--- src/rtl/btu_pkg.sv ---
// ----------------------------------------------------------------------------
// btu_pkg
// Shared types and constants for the branch target unit.
//   mode_t      : control-transfer kind carried alongside each request
//   LINK_OFFSET : distance from the instruction PC to the return address
// ----------------------------------------------------------------------------
package btu_pkg;

    typedef enum logic [1:0] {
        MODE_JALR   = 2'b00,
        MODE_JAL    = 2'b01,
        MODE_BRANCH = 2'b10,
        MODE_RSVD   = 2'b11
    } mode_t;

    localparam int LINK_OFFSET = 4;

endpackage

--- src/rtl/btu_pipe_reg.sv ---
// ----------------------------------------------------------------------------
// btu_pipe_reg
// One valid/ready pipeline stage: a valid flag plus a W-bit payload register.
// Ports:
//   clk      in   1  core clock, rising edge
//   rst      in   1  asynchronous reset, active-low
//   flush    in   1  synchronous kill of the valid flag (highest priority)
//   load     in   1  capture in_data and mark the stage valid
//   drain    in   1  the downstream consumer takes the current entry
//   in_data  in   W  payload to capture
//   valid    out  1  stage holds a live entry
//   out_data out  W  captured payload
// ----------------------------------------------------------------------------
module btu_pipe_reg #(
    parameter int W = 32
) (
    input  logic         clk,
    input  logic         rst,
    input  logic         flush,
    input  logic         load,
    input  logic         drain,
    input  logic [W-1:0] in_data,
    output logic         valid,
    output logic [W-1:0] out_data
);

    logic         valid_q, valid_d;
    logic [W-1:0] data_q, data_d;

    // Payload is only rewritten on load and is never cleared by flush;
    // a flushed stage simply loses its valid flag.
    always_comb begin
        valid_d = valid_q;
        data_d  = data_q;
        if (load) begin
            data_d = in_data;
        end
        if (flush) begin
            valid_d = 1'b0;
        end else if (load) begin
            valid_d = 1'b1;
        end else if (drain) begin
            valid_d = 1'b0;
        end
    end

    always_ff @(posedge clk or negedge rst) begin
        if (!rst) begin
            valid_q <= 1'b0;
            data_q  <= '0;
        end else begin
            valid_q <= valid_d;
            data_q  <= data_d;
        end
    end

    assign valid    = valid_q;
    assign out_data = data_q;

endmodule

--- src/rtl/branch_target_unit.sv ---
// ----------------------------------------------------------------------------
// branch_target_unit
// Two-stage pipelined JAL/JALR/branch target and link-address generator with
// a valid/ready handshake and a synchronous flush.
// Optional feature macro: BTU_MISALIGN_CHECK_EN (adds out_misalign).
// Ports:
//   clk          in   1     core clock, rising edge
//   rst          in   1     asynchronous reset, active-low
//   flush        in   1     kill all in-flight requests (and a same-cycle accept)
//   in_valid     in   1     request valid
//   in_ready     out  1     request accepted when in_valid && in_ready
//   in_mode      in   2     btu_pkg::mode_t encoding
//   in_pc        in   XLEN  PC of the control-transfer instruction
//   in_rs1       in   XLEN  rs1 operand (JALR base)
//   in_imm       in   XLEN  sign-extended immediate
//   out_valid    out  1     result valid
//   out_ready    in   1     consumer accepts when out_valid && out_ready
//   out_target   out  XLEN  target address
//   out_link     out  XLEN  in_pc + 4
//   out_mode     out  2     mode carried with the result
//   out_misalign out  1     target not IALIGN-aligned (macro builds only)
// ----------------------------------------------------------------------------
module branch_target_unit
    import btu_pkg::*;
#(
    parameter int XLEN   = 32,
    parameter int IALIGN = 32
) (
    input  logic            clk,
    input  logic            rst,
    input  logic            flush,
    input  logic            in_valid,
    output logic            in_ready,
    input  logic [1:0]      in_mode,
    input  logic [XLEN-1:0] in_pc,
    input  logic [XLEN-1:0] in_rs1,
    input  logic [XLEN-1:0] in_imm,
    output logic            out_valid,
    input  logic            out_ready,
    output logic [XLEN-1:0] out_target,
    output logic [XLEN-1:0] out_link,
`ifdef BTU_MISALIGN_CHECK_EN
    output logic            out_misalign,
`endif
    output logic [1:0]      out_mode
);

    // Reject unsupported configurations at elaboration time.
    if (XLEN != 32 && XLEN != 64) begin : g_bad_xlen
        $error("branch_target_unit: XLEN must be 32 or 64");
    end
    if (IALIGN != 32 && IALIGN != 16) begin : g_bad_ialign
        $error("branch_target_unit: IALIGN must be 32 or 16");
    end

    localparam int S1W = 2 * XLEN + 2;
`ifdef BTU_MISALIGN_CHECK_EN
    localparam int S2W = 2 * XLEN + 3;
`else
    localparam int S2W = 2 * XLEN + 2;
`endif

    logic            s1_valid, s2_valid;
    logic            s1_load, s2_load;
    logic [S1W-1:0]  s1_in, s1_out;
    logic [S2W-1:0]  s2_in, s2_out;
    logic [XLEN-1:0] base, sum, link;
    logic [XLEN-1:0] s1_sum, s1_link, target;
    mode_t           in_mode_e, s1_mode;

    // Accept whenever either stage has room or the whole pipe is moving.
    // Stage 2 takes stage 1's entry whenever it is empty or being drained.
    assign in_ready = !s1_valid || !s2_valid || out_ready;
    assign s1_load  = in_valid && in_ready;
    assign s2_load  = s1_valid && (!s2_valid || out_ready);

    // Stage 1 inputs: JALR adds to rs1, every other mode (including the
    // reserved encoding) adds to the PC. Carry-out is discarded.
    always_comb begin
        in_mode_e = mode_t'(in_mode);
        base      = (in_mode_e == MODE_JALR) ? in_rs1 : in_pc;
        sum       = base + in_imm;
        link      = in_pc + XLEN'(LINK_OFFSET);
        s1_in     = {in_mode, link, sum};
    end

    btu_pipe_reg #(.W(S1W)) u_stage1 (
        .clk      (clk),
        .rst      (rst),
        .flush    (flush),
        .load     (s1_load),
        .drain    (s2_load),
        .in_data  (s1_in),
        .valid    (s1_valid),
        .out_data (s1_out)
    );

    // Stage 2 inputs: JALR targets have bit 0 cleared after the add.
    always_comb begin
        s1_mode = mode_t'(s1_out[S1W-1 -: 2]);
        s1_link = s1_out[2*XLEN-1 -: XLEN];
        s1_sum  = s1_out[XLEN-1:0];
        target  = s1_sum;
        if (s1_mode == MODE_JALR) begin
            target[0] = 1'b0;
        end
`ifdef BTU_MISALIGN_CHECK_EN
        // With 16-bit alignment no reachable target can be misaligned.
        s2_in = {((IALIGN == 32) ? target[1] : 1'b0), s1_out[S1W-1 -: 2], s1_link, target};
`else
        s2_in = {s1_out[S1W-1 -: 2], s1_link, target};
`endif
    end

    btu_pipe_reg #(.W(S2W)) u_stage2 (
        .clk      (clk),
        .rst      (rst),
        .flush    (flush),
        .load     (s2_load),
        .drain    (out_ready),
        .in_data  (s2_in),
        .valid    (s2_valid),
        .out_data (s2_out)
    );

    assign out_valid  = s2_valid;
    assign out_target = s2_out[XLEN-1:0];
    assign out_link   = s2_out[2*XLEN-1 -: XLEN];
    assign out_mode   = s2_out[2*XLEN+1 -: 2];
`ifdef BTU_MISALIGN_CHECK_EN
    assign out_misalign = s2_out[S2W-1];
`endif

endmodule

--- config.mk ---
export PLATFORM = sky130hd
export DESIGN_NAME = branch_target_unit
export DESIGN_NICKNAME = d
export VERILOG_FILES = /design/src/rtl/btu_pkg.sv /design/src/rtl/btu_pipe_reg.sv /design/src/rtl/branch_target_unit.sv
export SDC_FILE = /design/constraint.sdc
export NUM_CORES = 1
export LEC_CHECK = 0
export ABC_AREA = 1
export BUFFER_PORTS_ARGS = -buffer_cell sky130_fd_sc_hd__buf_2
export CAP_MARGIN = 20
export CORE_UTILIZATION = 40
export DETAILED_ROUTE_END_ITERATION = 8
export PLACE_DENSITY_LB_ADDON = 0.3
export SLEW_MARGIN = 20
export SYNTH_ARGS = -nofsm -noshare
export SYNTH_HDL_FRONTEND = slang
export SYNTH_SLANG_ARGS = --single-unit
--- constraint.sdc ---
create_clock -name clk -period 1.2 [get_ports clk]
set_input_delay 0.06 -clock clk [delete_from_list [all_inputs] [get_ports clk]]
set_output_delay 0.06 -clock clk [all_outputs]
set_load 0.01 [all_outputs]
### After elaboration in Yosys (flattened, before gate mapping)

Cells that the tools add are included.

* multipliers: 0
* mux-type cells: 8
* $lt $le $gt $ge: 0
* bitwise gates (word level): 0
* shift operators: 0
* divide/modulo/power cells: 0
* add/sub/neg operators: 2
* reductions and logical operators: 11
* equal/unequal tests: 0

Operator list (count)
* $add 32x3->32 const B: 1
* $add 32x32->32: 1
* $mux 32: 1
* $mux 1: 7
* $reduce_bool 3->1: 2
* $logic_not 2->1: 2
* $logic_or 1x1->1: 3
* $logic_and 1x1->1: 2
* $logic_not 1->1: 2

* input port bits: 103
* word-level logic and storage cells: 25
* memory bits (read-only): 0
* flip-flop bits (word level): 134
* memories kept: 0
* RAM bits: 0
* output and inout bits: 68
* bits in latches: 0

### Logic depth before layout (Yosys ltp)

* word-level depth: 6
* mapped depth: 19
* gate-level depth less buffers: 17

### By module

From an unflattened synthesis, not the netlist that was laid out.

* cell total of the unflattened synthesis: 1294
* area total of the unflattened synthesis: 8640.8 um^2

Modules (own cells, without submodules)
* btu_pipe_reg: times used 2, cells each 283, seq. area each 1676.6 um^2, area an instance 2514.9 um^2
* branch_target_unit: times used 1, cells each 728, seq. area each 0.0 um^2, area an instance 3611.0 um^2

### Worst setup path before layout

Ideal clock, no wire load.

* path kind: in2reg
* from: input port in_mode[1]
* to: register u_stage1.data_q[20] (netlist: u_stage1.out_data[20])
* data arrival time: 2.079 ns
* data required time: 1.074 ns
* setup time: 0.126 ns
* slack: -1.005 ns
* path buffers: 2
* stages: 16
* cells stage by stage: nor2_1 buf_2 buf_2 mux2_2 ha_1 inv_1 fa_1 inv_1 nand3_1 nand3_1 nand2_1 nand3_1 nand2_1 nand3_1 nand3_1 o21ai_0

* cells in the longest elaborated chain, start to end: 3

RTL lines
* start: declaration: RTL line branch_target_unit.sv:34 `input logic [1:0] in_mode,`
* $logic_not 2->1: RTL line branch_target_unit.sv:81 `base = (in_mode_e == MODE_JALR) ? in_rs1 : in_pc;`
* $mux 32: RTL line branch_target_unit.sv:81
* $add 32x32->32: RTL line branch_target_unit.sv:82 `sum = base + in_imm;`
* end signal: assignment: RTL line btu_pipe_reg.sv:53 `data_q <= data_d;`
* end: declaration: RTL line btu_pipe_reg.sv:28 `logic [W-1:0] data_q, data_d;`

Every way passes these cells.
A chain may end at the register's enable or synchronous reset.

### Worst setup path after layout

* from: input port in_mode[1]
* to: register u_stage1.data_q[16] (netlist: u_stage1.out_data[16])

Same word-level chain as after synthesis.

==> impl_results.md <==
* Sequential share of power at 33.1%
* Pwr Density at 1251 nW/um^2
* Hold WC Path Type: in -> reg
* Failing checks: negative setup slack
* Int Power at 11.56 mW
* Compound-Gate Fraction of Synth Area at 7.825%
* Area leader, netlist: dfrtp_1
* DR vias at 9960
* Max Slew Vio Count at 0
* FF/Latch Area at 3353 sq um
* Die X at 147.7 microns
* Leakage at 7.580 nW
* Nets at 1769
* Worst EP required at 1.55 ns
* Row count at 52
* Total Power at 17.66 mW
* Cts bufs inserted at 17
* TritonCTS clock tree: yes
* Seq cells post-synth at 134
* Met2 Use GR at 51.93%
* Ports at 171
* Cells after synthesis at 1246
* Critical path class: in -> reg
* Clock Latency Late Sink at 0.43 ns
* Die Y at 147.7 microns
* Critical Path Source Type: input port
* Final Critical Period at 1.905 ns
* DRT antenna net count at 0
* CP Data Arrival Time at 2.25 ns
* Worst-path fanout max at 8
* Max cap viols at 0
* Yosys Warn Count at 0
* Multi-input gate area at 5729 sq um
* Share of layout cells above drive strength 1 at 45.28%
* Starting Density at 41.43%
* Peak supply drop at 0.0009040 V
* Wirelength per Cell at 19.09 microns
* Clock Skew at 0.01237 ns
* Hold Fails Final Rpt at 0
* Post-Route WL at 36520 microns
* RSZ-0062 raised after global routing: true
* Main synth FF type: dfrtp_1
* Avg Synthesized Cell Area at 6.814 sq um
* # H-tree levels at 4
* Global-route wire length before repair at 52050 microns
* Via density per instance at 5.206
* CP Capture Type: flop
* Relative slew slack at 73.34%
* Switching share of power at 34.56%
* Starting DRT DRC Count at 831
* DRC Markers at 0
* IO Port Bufs at 170
* Pin count of the biggest net entering global routing at 47
* Met3 Resource Use GR at 6.420%
* Fin worst setup slack at -0.7046 ns
* Outcome: finished, violations left
* Post-synthesis sequential area ratio at 39.49%
* Reg clk slew, reported paths at 0.06 ns
* Ant. Diodes at 0
* XOR/XNOR Fraction of Synth Area at 2.373%
* Die area at 21810 sq um
* Inst Count DP at 1817
* Largest family of logic cells by synthesized area: simple AND/OR/NAND/NOR gates
* Clock share of power at 32.3%
* Top Usage Layer GRT: met2
* Clock Tree Buf Depth at 2
* Top cells by area, synth: dfrtp_1, nand2_1, inv_1, ha_1, o21ai_0
* Worst-margin pin slew at 0.4000 ns
* Netlist cell types at 38
* Vias in the first global route at 9561
* Comb power frac at 34.6%
* Post-synth EDFFs at 0
* Gr usage total at 31.82%
* Simple-Gate Fraction of Synth Area at 34.41%
* Synth Area in Adders at 5.393%
* Fillers at 1569
* Initial antenna violation count at 1
* Pre-Repair DR Iteration Count at 5
* Total net switching power at 6.103 mW
* Dpl hpwl at 23820 microns
* Post-Layout Cell Count at 1913
* Mux share of post-synthesis cell area at 1.061%
* Synth-to-Final Area Change at 66.24%
* Period utilization at 158.7%
* Grt total ovfl at 0
* TritonCTS Sinks at 134
* Clock tree root driver cell: clkbuf_16
* Top cell type's share of synthesized area at 39.49%
* FFs w/ async S/R, synth at 100.0%
* Core area at 20490 sq um
* Post-Syn Area at 8491 sq um
* Fmax at 525.0 MHz
* RD Place Congestion at 0.9789
* Final setup vio count at 114
* Net Count, Synth at 1385
* Met1 Use GR at 41.86%
[repair_timing]
action	4_1_cts	5_1_grt
cloned	16	10
resized for setup	224	207
hold endpoints to repair	144	0
hold buffers	9	0
setup buffers	28	11
setup endpoints to repair	108	113
pin swaps	64	53
[synthesized netlist by cell type (2+ instances only)]
library cell and n:
a21oi_1 26, nand3_1 59, nand2_4 3, nor2_1 70, a31oi_1 7, nor3_1 10
xnor2_1 9, inv_1 176, nor2_4 3, o21bai_1 3, o21ai_0 81, inv_2 2
nand4_1 10, nand2_1 533, ha_1 35, nor3_2 4, clkbuf_1 20, buf_1 7
nand2_2 2, o22ai_1 5, xor2_1 14, mux2_2 8, o21ai_1 3, dfrtp_1 134
nand3b_1 2, buf_2 4, nand3_2 2, nor2_2 3, or2_2 2
[critical path: stages]
cell and delay, ns:
buf_8 0.10, nor2_4 0.12, buf_6 0.20, buf_6 0.12
mux2_4 0.17, ha_4 0.14, inv_2 0.04, fa_2 0.42
inv_2 0.10, nand3_2 0.08, nand3_4 0.12, nand2_4 0.08
a21oi_2 0.19, nor2_2 0.06, nand2_1 0.05, nand2_1 0.06
o21ai_1 0.12
[registers in the layout, indices dropped and copies added (netlist names)]
name               count
u_stage1.out_data     66
u_stage2.out_data     66
u_stage1.valid         1
u_stage2.valid         1
[worst paths after layout]
kind / cells past startpoint / startpoint / slack (ns) / end
max: 17 / in_mode[1] / -0.70 / u_stage1.out_data[16]$_DFFE_PN0P_
max reg2reg: 9 / u_stage2.valid$_DFFE_PN0P_ / -0.34 / u_stage1.out_data[16]$_DFFE_PN0P_
min: 4 / in_imm[0] / 0.03 / u_stage1.out_data[0]$_DFFE_PN0P_
max in group asynchronous: 3 / rst / 0.54 / u_stage2.out_data[49]$_DFFE_PN0P_
min in group asynchronous: 2 / rst / 0.12 / u_stage2.out_data[20]$_DFFE_PN0P_
min reg2reg: 2 / u_stage2.out_data[1]$_DFFE_PN0P_ / 0.47 / u_stage2.out_data[1]$_DFFE_PN0P_
[metrics by stage]
stage / TNS [ns] / hold WS (ns) / util, % / area [sq um] / setup slack [ns]
after detailed placement: -36.78 / -0.001112 / 54.32 / 11130 / -1.222
after CTS: -20.56 / -0.004973 / 64.84 / 13290 / -0.5928
after global routing: -33.69 / 0.03243 / 68.87 / 14110 / -0.7747
after global placement: -35.25 / -0.002313 / 54.32 / 11130 / -1.225
final: -29.26 / 0.03402 / 68.87 / 14110 / -0.7046
after floorplan: -17.36 / -0.2356 / - / 8733 / -0.6810
[layout make-up]
cell class                 instances  area share (%)
multi-input combinational        901           40.59
sequential                       134           23.76
timing repair buffer             398           23.94
tap                              270           2.393
clock inverter                    14           1.401
clock buffer                      18           3.041
inverter                         178           4.875
[placed cells by master, fill, tap and decap left out, types with 5 or more instances in the layout]
| cell | instances |
|---|---|
| nand2_1 | 385 |
| buf_2 | 167 |
| inv_1 | 162 |
| buf_4 | 151 |
| dfrtp_1 | 134 |
| nand2_2 | 118 |
| nand3_1 | 40 |
| nand2_4 | 34 |
| o21ai_0 | 33 |
| nor2_1 | 33 |
| o21ai_1 | 29 |
| buf_12 | 27 |
| nor2_2 | 26 |
| clkbuf_16 | 23 |
| o21ai_2 | 21 |
| buf_6 | 21 |
| nor2_4 | 17 |
| ha_4 | 16 |
| ha_1 | 16 |
| a21oi_2 | 15 |
| xor2_1 | 14 |
| nand3_2 | 13 |
| inv_2 | 13 |
| buf_16 | 11 |
| nand4_1 | 10 |
| a21oi_1 | 9 |
| dlygate4sd3_1 | 9 |
| nand3_4 | 8 |
| nor3_1 | 7 |
| nor3_2 | 6 |
| xnor2_2 | 6 |
| buf_8 | 6 |
| a31oi_1 | 5 |
[metal layers]
| layer | vias to the layer above | wire, microns |
|---|---|---|
| met4 | 0 | 1592 |
| met2 | 450 | 17060 |
| met5 | - | 0 |
| met1 | 4764 | 14950 |
| met3 | 107 | 2914 |
| li1 | 4639 | - |
[cell families (layout without fill, tap and decap cells)]
kind of cell / after synthesis / count (layout)
AO/OA/AOI/OAI: 127 / 127
XOR/XNOR: 23 / 23
adder cells (fa/ha/maj): 36 / 36
buffers and inverters: 211 / 608
flip-flops: 134 / 134
multiplexers: 8 / 8
AND/OR/NAND/NOR: 707 / 707
[power by group through the flow]
stage               Combinational, mW  Clock (mW)  Sequential [mW]
CTS                              5.44        5.74             5.76
global route                     6.59        5.93             5.92
global placement                 4.48           0             5.80
floorplan                        2.19           0             5.94
detailed placement               4.53           0             5.82
finish                           6.11        5.71             5.84
No activity file was read; power rests on OpenSTA's default activity.
